**src/rtl/mem_arbiter_if.sv**
```systemverilog
// mem_arbiter_if: requester (fetch/load/store) and memory-controller bus around mem_arbiter
interface mem_arbiter_if;
  logic        rdy;
  logic        flush;
  logic        if_req;
  logic [31:0] if_addr;
  logic        if_ack;
  logic [31:0] if_data;
  logic        ld_req;
  logic [31:0] ld_addr;
  logic [2:0]  ld_len;
  logic        ld_ack;
  logic [31:0] ld_data;
  logic        st_req;
  logic [31:0] st_addr;
  logic [2:0]  st_len;
  logic [31:0] st_data;
  logic        st_ack;
  logic        mc_req;
  logic        mc_wr;
  logic [31:0] mc_addr;
  logic [2:0]  mc_len;
  logic [31:0] mc_data;
  logic        mc_done;
  logic [31:0] mc_rdata;
  modport slave (
    input  rdy, flush, if_req, if_addr, ld_req, ld_addr, ld_len,
           st_req, st_addr, st_len, st_data, mc_done, mc_rdata,
    output if_ack, if_data, ld_ack, ld_data, st_ack,
           mc_req, mc_wr, mc_addr, mc_len, mc_data
  );
  modport master (
    output rdy, flush, if_req, if_addr, ld_req, ld_addr, ld_len,
           st_req, st_addr, st_len, st_data, mc_done, mc_rdata,
    input  if_ack, if_data, ld_ack, ld_data, st_ack,
           mc_req, mc_wr, mc_addr, mc_len, mc_data
  );
endinterface

```
**src/rtl/mem_arbiter.sv**
```systemverilog
// mem_arbiter: one-outstanding arbiter (store > load > fetch, fetch starvation guard, flush cancel) onto the memory controller
module mem_arbiter #(
  parameter int STARVE_MAX = 8
) (
  input logic          clk,
  input logic          rst,
  mem_arbiter_if.slave bus
);
  localparam int CW = $clog2(STARVE_MAX + 1);
  typedef enum logic [1:0] {IDLE, BUSY, RESP} state_t;
  typedef enum logic [1:0] {OWN_IF, OWN_LD, OWN_ST} owner_t;
  state_t        state_q, state_d;
  owner_t        owner_q, owner_d, gnt_own;
  logic [CW-1:0] starve_q, starve_d;
  logic          cancel_q, cancel_d;
  logic          mc_wr_q, mc_wr_d;
  logic [31:0]   mc_addr_q, mc_addr_d;
  logic [2:0]    mc_len_q, mc_len_d;
  logic [31:0]   mc_data_q, mc_data_d;
  logic [31:0]   if_data_q, if_data_d;
  logic [31:0]   ld_data_q, ld_data_d;
  logic          if_v, ld_v, force_if, gnt;
  logic [31:0]   ld_mask;

  // flush hides speculative requesters for the edge it is sampled on
  assign if_v     = bus.if_req & ~bus.flush;
  assign ld_v     = bus.ld_req & ~bus.flush;
  assign force_if = if_v && (starve_q == CW'(STARVE_MAX));
  assign gnt      = bus.st_req | ld_v | if_v;
  assign gnt_own  = force_if ? OWN_IF : bus.st_req ? OWN_ST : ld_v ? OWN_LD : OWN_IF;
  assign ld_mask  = (mc_len_q == 3'd1) ? 32'h0000_00FF :
                    (mc_len_q == 3'd2) ? 32'h0000_FFFF : 32'hFFFF_FFFF;

  always_ff @(posedge clk or posedge rst) begin
    if (rst) begin
      state_q   <= IDLE;
      owner_q   <= OWN_IF;
      starve_q  <= '0;
      cancel_q  <= 1'b0;
      mc_wr_q   <= 1'b0;
      mc_addr_q <= '0;
      mc_len_q  <= '0;
      mc_data_q <= '0;
      if_data_q <= '0;
      ld_data_q <= '0;
    end else begin
      state_q   <= state_d;
      owner_q   <= owner_d;
      starve_q  <= starve_d;
      cancel_q  <= cancel_d;
      mc_wr_q   <= mc_wr_d;
      mc_addr_q <= mc_addr_d;
      mc_len_q  <= mc_len_d;
      mc_data_q <= mc_data_d;
      if_data_q <= if_data_d;
      ld_data_q <= ld_data_d;
    end
  end

  always_comb begin
    state_d   = state_q;
    owner_d   = owner_q;
    starve_d  = starve_q;
    cancel_d  = cancel_q;
    mc_wr_d   = mc_wr_q;
    mc_addr_d = mc_addr_q;
    mc_len_d  = mc_len_q;
    mc_data_d = mc_data_q;
    if_data_d = if_data_q;
    ld_data_d = ld_data_q;
    if (bus.rdy) begin
      if (state_q == IDLE && gnt) begin
        state_d   = BUSY;
        owner_d   = gnt_own;
        mc_wr_d   = gnt_own == OWN_ST;
        mc_addr_d = (gnt_own == OWN_ST) ? bus.st_addr : (gnt_own == OWN_LD) ? bus.ld_addr : bus.if_addr;
        mc_len_d  = (gnt_own == OWN_ST) ? bus.st_len : (gnt_own == OWN_LD) ? bus.ld_len : 3'd4;
        mc_data_d = (gnt_own == OWN_ST) ? bus.st_data : 32'd0;
        starve_d  = (gnt_own == OWN_IF || !bus.if_req) ? '0 :
                    (starve_q == CW'(STARVE_MAX)) ? starve_q : starve_q + CW'(1);
      end else if (state_q == BUSY) begin
        // a cancelled read still completes on the bus but never reaches its owner
        cancel_d = cancel_q | (bus.flush & (owner_q != OWN_ST));
        if (bus.mc_done) begin
          state_d   = RESP;
          if_data_d = (owner_q == OWN_IF && !cancel_d) ? bus.mc_rdata : if_data_q;
          ld_data_d = (owner_q == OWN_LD && !cancel_d) ? (bus.mc_rdata & ld_mask) : ld_data_q;
        end
      end else if (state_q == RESP) begin
        state_d  = IDLE;
        cancel_d = 1'b0;
      end
    end
  end

  always_comb begin
    bus.mc_req = state_q == BUSY;
    bus.if_ack = state_q == RESP && owner_q == OWN_IF && !cancel_q;
    bus.ld_ack = state_q == RESP && owner_q == OWN_LD && !cancel_q;
    bus.st_ack = state_q == RESP && owner_q == OWN_ST;
  end

  assign bus.mc_wr   = mc_wr_q;
  assign bus.mc_addr = mc_addr_q;
  assign bus.mc_len  = mc_len_q;
  assign bus.mc_data = mc_data_q;
  assign bus.if_data = if_data_q;
  assign bus.ld_data = ld_data_q;
endmodule

```
**src/flat_wrapper.sv**
```systemverilog
// flat-port wrapper written by rule: the top's interface ports become plain ports
module mem_arbiter_flat 
#(
  parameter int STARVE_MAX = 8
)
  (clk, rst, bus_rdy, bus_flush, bus_if_req, bus_if_addr, bus_ld_req, bus_ld_addr, bus_ld_len, bus_st_req, bus_st_addr, bus_st_len, bus_st_data, bus_mc_done, bus_mc_rdata, bus_if_ack, bus_if_data, bus_ld_ack, bus_ld_data, bus_st_ack, bus_mc_req, bus_mc_wr, bus_mc_addr, bus_mc_len, bus_mc_data);
  mem_arbiter_if bus_i ();
  input logic clk;
  input logic rst;
  input wire logic [$bits(bus_i.rdy)-1:0] bus_rdy;
  input wire logic [$bits(bus_i.flush)-1:0] bus_flush;
  input wire logic [$bits(bus_i.if_req)-1:0] bus_if_req;
  input wire logic [$bits(bus_i.if_addr)-1:0] bus_if_addr;
  input wire logic [$bits(bus_i.ld_req)-1:0] bus_ld_req;
  input wire logic [$bits(bus_i.ld_addr)-1:0] bus_ld_addr;
  input wire logic [$bits(bus_i.ld_len)-1:0] bus_ld_len;
  input wire logic [$bits(bus_i.st_req)-1:0] bus_st_req;
  input wire logic [$bits(bus_i.st_addr)-1:0] bus_st_addr;
  input wire logic [$bits(bus_i.st_len)-1:0] bus_st_len;
  input wire logic [$bits(bus_i.st_data)-1:0] bus_st_data;
  input wire logic [$bits(bus_i.mc_done)-1:0] bus_mc_done;
  input wire logic [$bits(bus_i.mc_rdata)-1:0] bus_mc_rdata;
  output wire logic [$bits(bus_i.if_ack)-1:0] bus_if_ack;
  output wire logic [$bits(bus_i.if_data)-1:0] bus_if_data;
  output wire logic [$bits(bus_i.ld_ack)-1:0] bus_ld_ack;
  output wire logic [$bits(bus_i.ld_data)-1:0] bus_ld_data;
  output wire logic [$bits(bus_i.st_ack)-1:0] bus_st_ack;
  output wire logic [$bits(bus_i.mc_req)-1:0] bus_mc_req;
  output wire logic [$bits(bus_i.mc_wr)-1:0] bus_mc_wr;
  output wire logic [$bits(bus_i.mc_addr)-1:0] bus_mc_addr;
  output wire logic [$bits(bus_i.mc_len)-1:0] bus_mc_len;
  output wire logic [$bits(bus_i.mc_data)-1:0] bus_mc_data;
  assign bus_i.rdy = bus_rdy;
  assign bus_i.flush = bus_flush;
  assign bus_i.if_req = bus_if_req;
  assign bus_i.if_addr = bus_if_addr;
  assign bus_i.ld_req = bus_ld_req;
  assign bus_i.ld_addr = bus_ld_addr;
  assign bus_i.ld_len = bus_ld_len;
  assign bus_i.st_req = bus_st_req;
  assign bus_i.st_addr = bus_st_addr;
  assign bus_i.st_len = bus_st_len;
  assign bus_i.st_data = bus_st_data;
  assign bus_i.mc_done = bus_mc_done;
  assign bus_i.mc_rdata = bus_mc_rdata;
  assign bus_if_ack = bus_i.if_ack;
  assign bus_if_data = bus_i.if_data;
  assign bus_ld_ack = bus_i.ld_ack;
  assign bus_ld_data = bus_i.ld_data;
  assign bus_st_ack = bus_i.st_ack;
  assign bus_mc_req = bus_i.mc_req;
  assign bus_mc_wr = bus_i.mc_wr;
  assign bus_mc_addr = bus_i.mc_addr;
  assign bus_mc_len = bus_i.mc_len;
  assign bus_mc_data = bus_i.mc_data;
  mem_arbiter #(.STARVE_MAX(STARVE_MAX)) u_core (.clk(clk), .rst(rst), .bus(bus_i));
endmodule
```
**config.mk**
```make
export PLATFORM = sky130hd
export DESIGN_NAME = mem_arbiter_flat
export DESIGN_NICKNAME = d
export VERILOG_FILES = /design/src/rtl/mem_arbiter_if.sv /design/src/rtl/mem_arbiter.sv /design/src/flat_wrapper.sv
export SDC_FILE = /design/constraint.sdc
export NUM_CORES = 1
export LEC_CHECK = 0
export CELL_PAD_IN_SITES_DETAIL_PLACEMENT = 0
export CELL_PAD_IN_SITES_GLOBAL_PLACEMENT = 1
export CORE_MARGIN = 5
export CORE_UTILIZATION = 31
export DETAILED_ROUTE_END_ITERATION = 10
export PLACE_DENSITY_LB_ADDON = 0.1
export SLEW_MARGIN = 10
export SYNTH_ARGS = -nofsm -noshare
export SYNTH_HDL_FRONTEND = slang
export SYNTH_SLANG_ARGS = --single-unit
```
**constraint.sdc**
```tcl
create_clock -name clk -period 5.15 [get_ports clk]
set_input_delay 1.03 -clock clk [delete_from_list [all_inputs] [get_ports clk]]
set_output_delay 1.03 -clock clk [all_outputs]
set_load 0.005 [all_outputs]
```
==> impl_metrics.json <==
{
  "outcome": "finished, final reports clean",
  "cellLeakagePower_nw": 4.25,
  "post-route-period-util_pct": 66.8,
  "grt_overflow": 0,
  "finalNonFillerCells": 1108,
  "ys_seq_area_share_pct": 55.9,
  "syn_area_sq_mm": 0.00631,
  "yosysTopAreaCellShare_pct": 55.9,
  "ys_async_sr_fraction_pct": 100,
  "utilization_pct": 50.9,
  "synth.distinct_cells": 45,
  "clkTransAtPathRegs_ps": 60,
  "area_delta_synth_final_pct": 62.8,
  "avgSynthCellArea_sq_um": 12.0,
  "maxCapViolations": 0,
  "cts_resized": 0,
  "die_h_microns": 153,
  "hold_viol": 0,
  "mostFrequentLayoutCell": "clkdlybuf4s50_1",
  "yosysTopAreaCell": "dfrtp_1",
  "cts_tree": "yes",
  "drcViolationCount": 0,
  "grt_pass1_wl_microns": 31700,
  "antenna_found_initial": 0,
  "rows": 52,
  "initial_core_util_pct": 31.3,
  "antenna_cells": 0,
  "clock-sinks": 141,
  "hold_class": "reg -> reg",
  "setup_viol": 0,
  "port_buffers": 309,
  "fmax_mhz": 291,
  "tightest_slew_ps": 1090,
  "synth_enable_flop_cells": 0,
  "finClkSkew_ps": 11.6,
  "vdd_ir_drop_max_v": 0.000216,
  "synth-seq-cells": 141,
  "rsz0062_at_grt": "false",
  "critPathKind": "in -> reg",
  "hpwl_microns": 14900,
  "syn_inst": 525,
  "grtUsageTotal_pct": 17.0,
  "cp-end-kind": "flop",
  "cts_setup_buffers": 0,
  "root_buffer": "clkbuf_16",
  "postCtsHoldBufs": 0,
  "first_iter_violations": 111,
  "io-pin-count": 310,
  "dr.pass1.iters": 4,
  "fillers": 1800,
  "placed_cells": 1076,
  "dp_slack_ps": 1300,
  "cts_buffers": 17,
  "p_per_area_mw_per_mm2": 502,
  "drt_wl_total_microns": 20100,
  "dieArea_sq_mm": 0.0233,
  "crit_arrival_ps": 3740,
  "grt_max_degree": 88,
  "clockBufferDepth": 2,
  "slew_violations": 0,
  "relSlewSlack_pct": 27.2,
  "routed_via_density": 4.74,
  "synth_area_leaders": "dfrtp_1 56%, mux2_2 7.3%, a211oi_2 5.2%",
  "final_cell_mix": "309 x clkdlybuf4s50_1, 141 x dfrtp_1, 41 x mux2_2",
  "synth_warnings": 0,
  "cp.required_ps": 5450,
  "critPathLaunchType": "input port",
  "wl_per_cell_microns": 18.1,
  "num_vias": 5253,
  "synth_fp_nets": 705,
  "h-tree-depth": 4,
  "ant_nets": 0,
  "clk_latency_ps": 410,
  "finalWeightedCongestion": 0.764,
  "setup_slack_ps": 1710,
  "dieWidth_microns": 153,
  "fin_tns_setup_ps": 0,
  "core_sq_mm": 0.0202,
  "synth_ff_type": "dfrtp_1",
  "worst-path-max-fanout": 49,
  "finalNetCount": 1005,
  "finalCriticalPeriod_ps": 3440,
  "layout-drive-gt1-share_pct": 14.4,
  "first_global_vias": 5707
}
## area by class of cell
type	count	area, sq um	share of cell area (%)
Clock inverter	10	150	1.46
Clock buffer	22	484	4.71
Multi-Input combinational cell	312	2480	24.1
Timing Repair Buffer	318	3160	30.8
Inverter	35	136	1.33
Tap cell	270	338	3.29
Sequential cell	141	3530	34.3
## stage by stage
step	total power [W]	hold slack, ps	instance area (sq um)
finish	0.00516	482	10300
global route	0.00548	510	10300
detailed placement	0.00390	474	9640
CTS	0.00524	488	10300
global placement	0.00387	464	9640
floorplan	0.00260	474	6310
## registers in the layout, summed over array words and instances (netlist names)
signal / cells
u_core.bus.mc_wr: 1
u_core.owner_q: 2
u_core.starve_q: 4
u_core.bus.ld_data: 32
u_core.cancel_q: 1
u_core.bus.mc_len: 3
u_core.bus.mc_data: 32
u_core.state_q: 2
u_core.bus.if_data: 32
u_core.bus.mc_addr: 32
## metal layers
metal | share of wire (%) | vias to the layer above | track usage, % | wire length [microns]
met1 | 43 | 2513 | 21.7 | 8660
met4 | 2.5 | 0 | 6.45 | 506
met2 | 46 | 227 | 26.8 | 9320
met3 | 7.9 | 29 | 5.94 | 1590
li1 | - | 2484 | - | -
met5 | 0 | - | 0 | 0
## critical path: stages
cell and delay [ps]:
clkdlybuf4s50_1 640, o21ba_2 240, o211ai_4 650, buf_4 580
nor2_2 70, buf_4 260, a22o_1 220
## cells in the mapped netlist, types with 2 or more instances
cell type and n:
mux2_2 41, nand2_1 5, o21ai_0 27, a221oi_1 2, nand2b_1 2, nor2_1 38
mux2i_1 32, nor4b_1 2, ha_1 6, nor3_1 34, a22o_1 33, clkbuf_1 19
buf_2 14, mux2_1 2, buf_12 3, inv_1 35, a211oi_1 6, nand3_1 25
dfrtp_1 141, o21ai_1 5, a21o_1 4, a211oi_2 26
## logic make-up after synthesis
| family | share of synthesized area [%] |
|---|---|
| XOR/XNOR | 0.139 |
| AND/OR/NAND/NOR | 9.12 |
| adder cells (fa/ha/maj) | 1.19 |
| multiplexers | 12.7 |
| flip-flops | 55.9 |
| buffers and inverters | 5.45 |
| AO/OA/AOI/OAI | 15.5 |
## power by group
part	internal (W)	total, W	switching (W)
Clock	0.000823	0.00131	0.000486
Combinational	0.00126	0.00200	0.000738
Sequential	0.00157	0.00185	0.000280
Total	0.00366	0.00516	0.00150
## worst paths after layout
| kind | cells past startpoint | from | to | slack, ps |
|---|---|---|---|---|
| max in group asynchronous | 3 | rst | u_core.bus.mc_addr[9]$_DFFE_PP0P_ | 2990 |
| setup reg to reg | 7 | u_core.starve_q[0]$_DFFE_PP0P_ | u_core.bus.mc_addr[0]$_DFFE_PP0P_ | 2670 |
| min in group asynchronous | 2 | rst | u_core.cancel_q$_DFFE_PP0P_ | 1190 |
| hold / removal | 1 | u_core.bus.mc_wr$_DFFE_PP0P_ | u_core.bus.mc_wr$_DFFE_PP0P_ | 480 |
| setup / recovery | 7 | bus_flush | u_core.bus.mc_data[13]$_DFFE_PP0P_ | 1710 |
| hold reg to reg | 1 | u_core.bus.mc_wr$_DFFE_PP0P_ | u_core.bus.mc_wr$_DFFE_PP0P_ | 480 |
No activity file was read; power rests on OpenSTA's default activity.
